===== src/rtl/ps2_pkg.sv =====
// ============================================================================
// Module      : ps2_pkg
// Description : Shared types and constants for the PS/2 mouse packet path.
// Revision    : 1.0 - initial release
// ============================================================================
`default_nettype none

package ps2_pkg;

    typedef enum logic [1:0] {
        WAIT_B1 = 2'd0,
        WAIT_B2 = 2'd1,
        WAIT_B3 = 2'd2
    } ps2_state_t;

    // Byte-1 bit positions
    localparam int SYNC  = 3;
    localparam int XSIGN = 4;
    localparam int YSIGN = 5;
    localparam int XOVF  = 6;
    localparam int YOVF  = 7;

    localparam logic [8:0] SAT_POS = 9'h0FF;
    localparam logic [8:0] SAT_NEG = 9'h100;

    // On overflow the magnitude byte is meaningless, so clamp toward the sign.
    function automatic logic [8:0] sat_delta(input logic sign,
                                             input logic ovf,
                                             input logic [7:0] mag);
        logic [8:0] d;
        if (ovf)
            d = sign ? SAT_NEG : SAT_POS;
        else
            d = {sign, mag};
        return d;
    endfunction

endpackage

`default_nettype wire


===== src/rtl/ps2_pkt_timeout.sv =====
// ============================================================================
// Module      : ps2_pkt_timeout
// Description : Inter-byte idle counter; flags expiry at TIMEOUT_CYCLES-1.
// Revision    : 1.0 - initial release
// ============================================================================
`default_nettype none

module ps2_pkt_timeout #(
    parameter int TIMEOUT_CYCLES = 2_000_000
) (
    input  logic clk,
    input  logic rst_n,
    input  logic clear,
    input  logic enable,
    output logic expired
);

    localparam int TO_W = $clog2(TIMEOUT_CYCLES);
    localparam logic [TO_W-1:0] c_LAST = TO_W'(TIMEOUT_CYCLES - 1);

    logic [TO_W-1:0] r_count;

    assign expired = enable && (r_count == c_LAST);

    always_ff @(posedge clk) begin
        if (!rst_n || clear)
            r_count <= '0;
        else if (enable && !expired)
            r_count <= r_count + TO_W'(1);
    end

endmodule

`default_nettype wire


===== src/rtl/ps2_packet_framer.sv =====
// ============================================================================
// Module      : ps2_packet_framer
// Description : Frames PS/2 bytes into 3-byte mouse packets with sync check,
//               inter-byte timeout and saturated 9-bit deltas.
//               Define PS2_PKT_STATS_EN to build the statistics counters.
// Revision    : 1.0 - initial release
// ============================================================================
`default_nettype none

module ps2_packet_framer
    import ps2_pkg::*;
#(
    parameter int TIMEOUT_CYCLES = 2_000_000
) (
    input  logic        clk,
    input  logic        rst_n,
    input  logic        stream_en,
    input  logic        rx_valid,
    input  logic [7:0]  rx_data,
    output logic        pkt_valid,
    output logic [7:0]  pkt_byte_1,
    output logic [7:0]  pkt_byte_2,
    output logic [7:0]  pkt_byte_3,
    output logic [2:0]  pkt_btn,
    output logic [8:0]  pkt_dx,
    output logic [8:0]  pkt_dy,
    output logic [1:0]  pkt_ovf,
    output logic        sync_err,
    output logic        timeout_err,
    output logic [7:0]  sync_err_cnt,
    output logic [7:0]  timeout_cnt,
    output logic [15:0] pkt_cnt
);

    ps2_state_t r_state, w_next;
    logic [7:0] r_b1, r_b2;
    logic       w_cap1, w_cap2, w_pkt, w_sync, w_to, w_accept, w_expired;
    logic       w_to_clear, w_to_en;

    assign w_to_en    = stream_en && (r_state != WAIT_B1);
    assign w_to_clear = !stream_en || (r_state == WAIT_B1) || w_accept || w_to;

    ps2_pkt_timeout #(
        .TIMEOUT_CYCLES (TIMEOUT_CYCLES)
    ) u_timeout (
        .clk     (clk),
        .rst_n   (rst_n),
        .clear   (w_to_clear),
        .enable  (w_to_en),
        .expired (w_expired)
    );

    always_comb begin
        w_next   = r_state;
        w_cap1   = 1'b0;
        w_cap2   = 1'b0;
        w_pkt    = 1'b0;
        w_sync   = 1'b0;
        w_to     = 1'b0;
        w_accept = 1'b0;
        if (!stream_en) begin
            w_next = WAIT_B1;
        end else begin
            case (r_state)
                WAIT_B1: begin
                    if (rx_valid) begin
                        if (rx_data[SYNC]) begin
                            w_cap1   = 1'b1;
                            w_accept = 1'b1;
                            w_next   = WAIT_B2;
                        end else begin
                            w_sync = 1'b1;
                        end
                    end
                end
                WAIT_B2: begin
                    // A byte arriving on the expiry cycle takes priority.
                    if (rx_valid) begin
                        w_cap2   = 1'b1;
                        w_accept = 1'b1;
                        w_next   = WAIT_B3;
                    end else if (w_expired) begin
                        w_to   = 1'b1;
                        w_next = WAIT_B1;
                    end
                end
                WAIT_B3: begin
                    if (rx_valid) begin
                        w_pkt    = 1'b1;
                        w_accept = 1'b1;
                        w_next   = WAIT_B1;
                    end else if (w_expired) begin
                        w_to   = 1'b1;
                        w_next = WAIT_B1;
                    end
                end
                default: w_next = WAIT_B1;
            endcase
        end
    end

    always_ff @(posedge clk) begin
        if (!rst_n) begin
            r_state     <= WAIT_B1;
            r_b1        <= '0;
            r_b2        <= '0;
            pkt_valid   <= 1'b0;
            pkt_byte_1  <= '0;
            pkt_byte_2  <= '0;
            pkt_byte_3  <= '0;
            pkt_btn     <= '0;
            pkt_dx      <= '0;
            pkt_dy      <= '0;
            pkt_ovf     <= '0;
            sync_err    <= 1'b0;
            timeout_err <= 1'b0;
        end else begin
            r_state     <= w_next;
            pkt_valid   <= w_pkt;
            sync_err    <= w_sync;
            timeout_err <= w_to;
            if (w_cap1) r_b1 <= rx_data;
            if (w_cap2) r_b2 <= rx_data;
            if (w_pkt) begin
                pkt_byte_1 <= r_b1;
                pkt_byte_2 <= r_b2;
                pkt_byte_3 <= rx_data;
                pkt_btn    <= r_b1[2:0];
                pkt_ovf    <= {r_b1[YOVF], r_b1[XOVF]};
                pkt_dx     <= sat_delta(r_b1[XSIGN], r_b1[XOVF], r_b2);
                pkt_dy     <= sat_delta(r_b1[YSIGN], r_b1[YOVF], rx_data);
            end
        end
    end

`ifdef PS2_PKT_STATS_EN
    logic [7:0]  r_sync_cnt, r_to_cnt;
    logic [15:0] r_pkt_cnt;

    always_ff @(posedge clk) begin
        if (!rst_n) begin
            r_sync_cnt <= '0;
            r_to_cnt   <= '0;
            r_pkt_cnt  <= '0;
        end else begin
            if (w_sync && (r_sync_cnt != 8'hFF))   r_sync_cnt <= r_sync_cnt + 8'd1;
            if (w_to   && (r_to_cnt   != 8'hFF))   r_to_cnt   <= r_to_cnt + 8'd1;
            if (w_pkt  && (r_pkt_cnt  != 16'hFFFF)) r_pkt_cnt <= r_pkt_cnt + 16'd1;
        end
    end

    assign sync_err_cnt = r_sync_cnt;
    assign timeout_cnt  = r_to_cnt;
    assign pkt_cnt      = r_pkt_cnt;
`else
    assign sync_err_cnt = '0;
    assign timeout_cnt  = '0;
    assign pkt_cnt      = '0;
`endif

endmodule

`default_nettype wire


===== config.mk =====
export PLATFORM = sky130hd
export DESIGN_NAME = ps2_packet_framer
export DESIGN_NICKNAME = d
export VERILOG_FILES = /design/src/rtl/ps2_pkg.sv /design/src/rtl/ps2_pkt_timeout.sv /design/src/rtl/ps2_packet_framer.sv
export SDC_FILE = /design/constraint.sdc
export NUM_CORES = 1
export LEC_CHECK = 0
export ABC_CLOCK_PERIOD_IN_PS = 2050
export BUFFER_PORTS_ARGS = -buffer_cell sky130_fd_sc_hd__buf_2
export CAP_MARGIN = 30
export CORE_MARGIN = 2
export CORE_UTILIZATION = 35
export CTS_CLUSTER_SIZE = 20
export DETAILED_ROUTE_END_ITERATION = 10
export PLACE_DENSITY_LB_ADDON = 0.08
export SYNTH_ARGS = -nofsm -noshare
export SYNTH_HDL_FRONTEND = slang
export SYNTH_SLANG_ARGS = --single-unit

===== constraint.sdc =====
create_clock -name clk -period 2.05 [get_ports clk]
set_input_delay 0.615 -clock clk [delete_from_list [all_inputs] [get_ports clk]]
set_output_delay 0.615 -clock clk [all_outputs]
set_load 0.005 [all_outputs]

==> results.rst <==
.. list-table::
   :header-rows: 1

   * - Metric
     - Value
   * - Placement Cell Area
     - 4110 sq um
   * - Setup slack, reg-to-reg
     - 0.23 ns
   * - Final worst path period need
     - 1.82 ns
   * - Hold Crit Start
     - pkt_dy[5]$_SDFFE_PN0P_
   * - TritonCTS clock tree
     - yes
   * - Sum of internal, switching and leakage power
     - 3.08 mW
   * - Count of flip-flops with a built-in enable after synthesis
     - 0
   * - Data arrival time of the worst path
     - 2.07 ns
   * - Worst-case vdd ir drop
     - 0.261 mV
   * - Setup repair after global routing missed its margin
     - false
   * - Seq/Total Area, Yosys
     - 43.5%
   * - Met2 Track Usage GR
     - 21.2%
   * - Leakage
     - 1.79 nW
   * - Peak clock frequency supported by timing
     - 550 MHz
   * - Wirelength, routed
     - 8500 microns
   * - Final worst-path cycle share
     - 88.7%
   * - # Max-Cap Violations
     - 0
   * - Wire length per cell after detailed routing
     - 13.4 microns
   * - Maximum number of pins on one net before global-route repair
     - 39
   * - Multi-input combinational cell area
     - 1810 sq um
   * - GRT Total Usage
     - 15.5%
   * - Final ANT Viol Nets
     - 0
   * - Antenna diode instance count
     - 0
   * - CTS HTree Levels
     - 3
   * - Largest fanout on the critical path
     - 8
   * - Dpl hpwl
     - 6070 microns
   * - Hold Path Stages
     - 2
   * - Dominant cells by area after synthesis
     - dfxtp_1 44%, nand2_1 9.6%, a21boi_0 9.0%
   * - Signed area change from the synthesized netlist to the final layout
     - 15.0%
   * - Gr ovfl total
     - 0
   * - Endpoint of the worst register-to-register path
     - u_timeout.r_count[14]$_SDFFE_PP0P_
   * - Remaining DRCs
     - 0
   * - GR Layer Usage met3
     - 2.78%
   * - Synthesized area divided by synthesized cell count
     - 8.63 sq um
   * - Endpoint of the worst hold-timing path
     - pkt_dy[5]$_SDFFE_PN0P_
   * - Count of buffers from port buffering
     - 61
   * - Library cells used by synthesis
     - 40
   * - Layer carrying the most global-route usage
     - met1
   * - Status
     - completed
   * - Starting density of the core
     - 36.2%
   * - Path category of the worst min-delay check
     - reg -> reg
   * - Worst Skew
     - 0.0101 ns
   * - Fraction of final layout cells sized beyond drive strength 1
     - 19.4%
   * - Prevailing post-synth register cell
     - dfxtp_1
   * - Start-to-end type of the worst setup path
     - reg -> reg
   * - Final-stage net count
     - 511
   * - Post-detailed-route via-to-cell ratio
     - 4.65
   * - CTS Sinks
     - 82
   * - Warnings, synthesis
     - 0
   * - Number of primary I/O pins
     - 94
   * - Cell total after placement
     - 618
   * - Top cell type by total area after synthesis
     - dfxtp_1
   * - Slew Viols, Final
     - 0
   * - First-pass detailed-route iteration total
     - 4
   * - CORE AREA
     - 10400 sq um
   * - Summed instance area of the synthesized netlist
     - 3770 sq um
   * - Global-route wire length before repair
     - 13900 microns
   * - Deepest clock path buffer count
     - 2
   * - Layout Cells excl Fill
     - 635
   * - Sequential cell area
     - 1640 sq um
   * - Antenna violations before repair
     - 0
   * - Setup Viol. Count Final
     - 0
   * - Full die area
     - 11600 sq um
   * - Async set or reset register ratio after synthesis
     - 0%
   * - Met1 track demand over resource in global routing
     - 23.5%
   * - Required @ worst endpoint
     - 2.30 ns
   * - CTS Buf Count
     - 9
   * - Violation count after the first detailed-route iteration
     - 164
   * - Vias in the first global route
     - 2632
   * - Number of rows in the core area
     - 37
   * - Worst setup SP type
     - flop
   * - Finished layout cell area
     - 4340 sq um
   * - Number of vias after detailed routing
     - 2952
   * - Total negative slack
     - 0 ns
   * - Final GP Congestion
     - 0.833
   * - Number of filler cells placed in the layout
     - 1084
   * - Chip height
     - 108 microns
   * - Synth top area share
     - 43.5%
   * - Worst-Skew Late Latency
     - 0.36 ns
   * - Root buffer cell
     - clkbuf_8
   * - CTS clock-pin slew for the worst setup and hold paths
     - 0.09 ns
   * - Synthesized instance count
     - 437
   * - Startpoint of the lowest-slack register-to-register path
     - r_state[0]$_SDFFE_PN0P_
   * - Yosys reg bits
     - 82
   * - Depth of the most critical reg-to-reg path
     - 7
   * - Die Span X
     - 108 microns
   * - Power density over the cells
     - 709 nW/um^2
   * - Final hold viol count
     - 0
   * - Worst Setup End Kind
     - flop
## synthesized netlist by cell type, types with 6 or more instances
library cell / instances
nor2_1: 24
nand2_1: 96
nor2b_1: 11
o211ai_1: 16
clkbuf_1: 14
inv_1: 6
dfxtp_1: 82
nand3_1: 8
xor2_1: 13
buf_2: 6
nand4_1: 7
o21ai_0: 7
a21boi_0: 45
buf_4: 39
mux2i_1: 11
## worst max-delay path by stage
stage | end | cells past startpoint | slack (ns) | from
2_1_floorplan | u_timeout.r_count[14]$_SDFFE_PP0P_ | 10 | 0.24 | r_state[0]$_SDFFE_PN0P_
3_3_place_gp | u_timeout.r_count[5]$_SDFFE_PP0P_ | 6 | 0.19 | u_timeout.r_count[12]$_SDFFE_PP0P_
3_5_place_dp | u_timeout.r_count[14]$_SDFFE_PP0P_ | 6 | 0.17 | stream_en
4_1_cts | u_timeout.r_count[17]$_SDFFE_PP0P_ | 6 | 0.16 | u_timeout.r_count[12]$_SDFFE_PP0P_
5_1_grt | u_timeout.r_count[1]$_SDFFE_PP0P_ | 6 | 0.1 | u_timeout.r_count[12]$_SDFFE_PP0P_
6_report | u_timeout.r_count[14]$_SDFFE_PP0P_ | 7 | 0.23 | r_state[0]$_SDFFE_PN0P_
## metal layers
metal,vias up,routed length [microns]
met4,0,138
met3,10,407
met5,-,0
li1,1510,-
met2,80,3450
met1,1352,4500
## state kept, by name, summed over array words and instances, names as in the netlist, 8 cells and up
signal	cells
pkt_dy	8
pkt_byte_2	8
pkt_byte_3	8
pkt_byte_1	8
u_timeout.r_count	21
r_b1	8
pkt_dx	8
r_b2	8
## cell type report
type / instances / area share, %
sequential: 82 / 37.8
multi-input combinational: 317 / 41.8
timing repair buffer: 78 / 10.8
clock buffer: 9 / 2.85
inverter: 6 / 0.519
clock inverter: 7 / 2.28
tap: 136 / 3.92
## what timing repair did
| action | in CTS | in global routing |
|---|---|---|
| buffers inserted | 0 | 1 |
| hold buffers | 0 | 0 |
| setup endpoints to repair | 0 | 20 |
| resized for setup | 0 | 0 |
## metrics by stage
step	hold slack (ns)	util, %	worst slack (ns)
6_report	0.462	41.7	0.231
5_1_grt	0.489	41.7	0.0954
4_1_cts	0.468	41.6	0.157
3_5_place_dp	0.456	39.4	0.166
3_3_place_gp	0.449	39.4	0.189
2_1_floorplan	0.441	-	0.240
## critical path, cell delays in order, from the launching register on
cell     delay, ns
dfxtp_1       0.40
inv_1         0.09
ha_1          0.24
and3b_1       0.24
and3_1        0.32
nor3b_2       0.25
xnor2_1       0.13
nor2_1        0.05
## cell families (layout without fill, tap and decap cells)
group	count (synthesis)	count (layout)	share of synthesized area [%]
AO/OA/AOI/OAI	81	81	15.4
buffers and inverters	69	100	11.5
adder cells (fa/ha/maj)	5	5	1.66
multiplexers	11	11	2.92
flip-flops	82	82	43.5
AND/OR/NAND/NOR	171	171	20.9
other	1	32	0.0994
XOR/XNOR	17	17	3.95
## cell usage in the layout, fill, tap and decap left out, types with 3 or more instances in the layout
| master | instances |
|---|---|
| buf_12 | 3 |
| ha_1 | 5 |
| nand3_1 | 8 |
| o21ai_0 | 7 |
| a21boi_0 | 45 |
| xor2_1 | 13 |
| dfxtp_1 | 82 |
| conb_1 | 32 |
| and3_1 | 5 |
| and4_1 | 4 |
| nor2b_1 | 11 |
| buf_2 | 61 |
| a21oi_1 | 4 |
| inv_1 | 6 |
| inv_6 | 3 |
| xnor2_1 | 4 |
| buf_4 | 14 |
| nand2_1 | 96 |
| mux2i_1 | 11 |
| nand4_1 | 7 |
| o211ai_1 | 16 |
| nor3_1 | 4 |
| nor2_1 | 24 |
| clkbuf_8 | 9 |
## where the power goes
part           switching, mW  internal (mW)
registers             0.0105           1.60
logic                 0.0896         0.0521
clock network          0.625          0.697
Note: power is estimated with default switching activity, not from simulation.
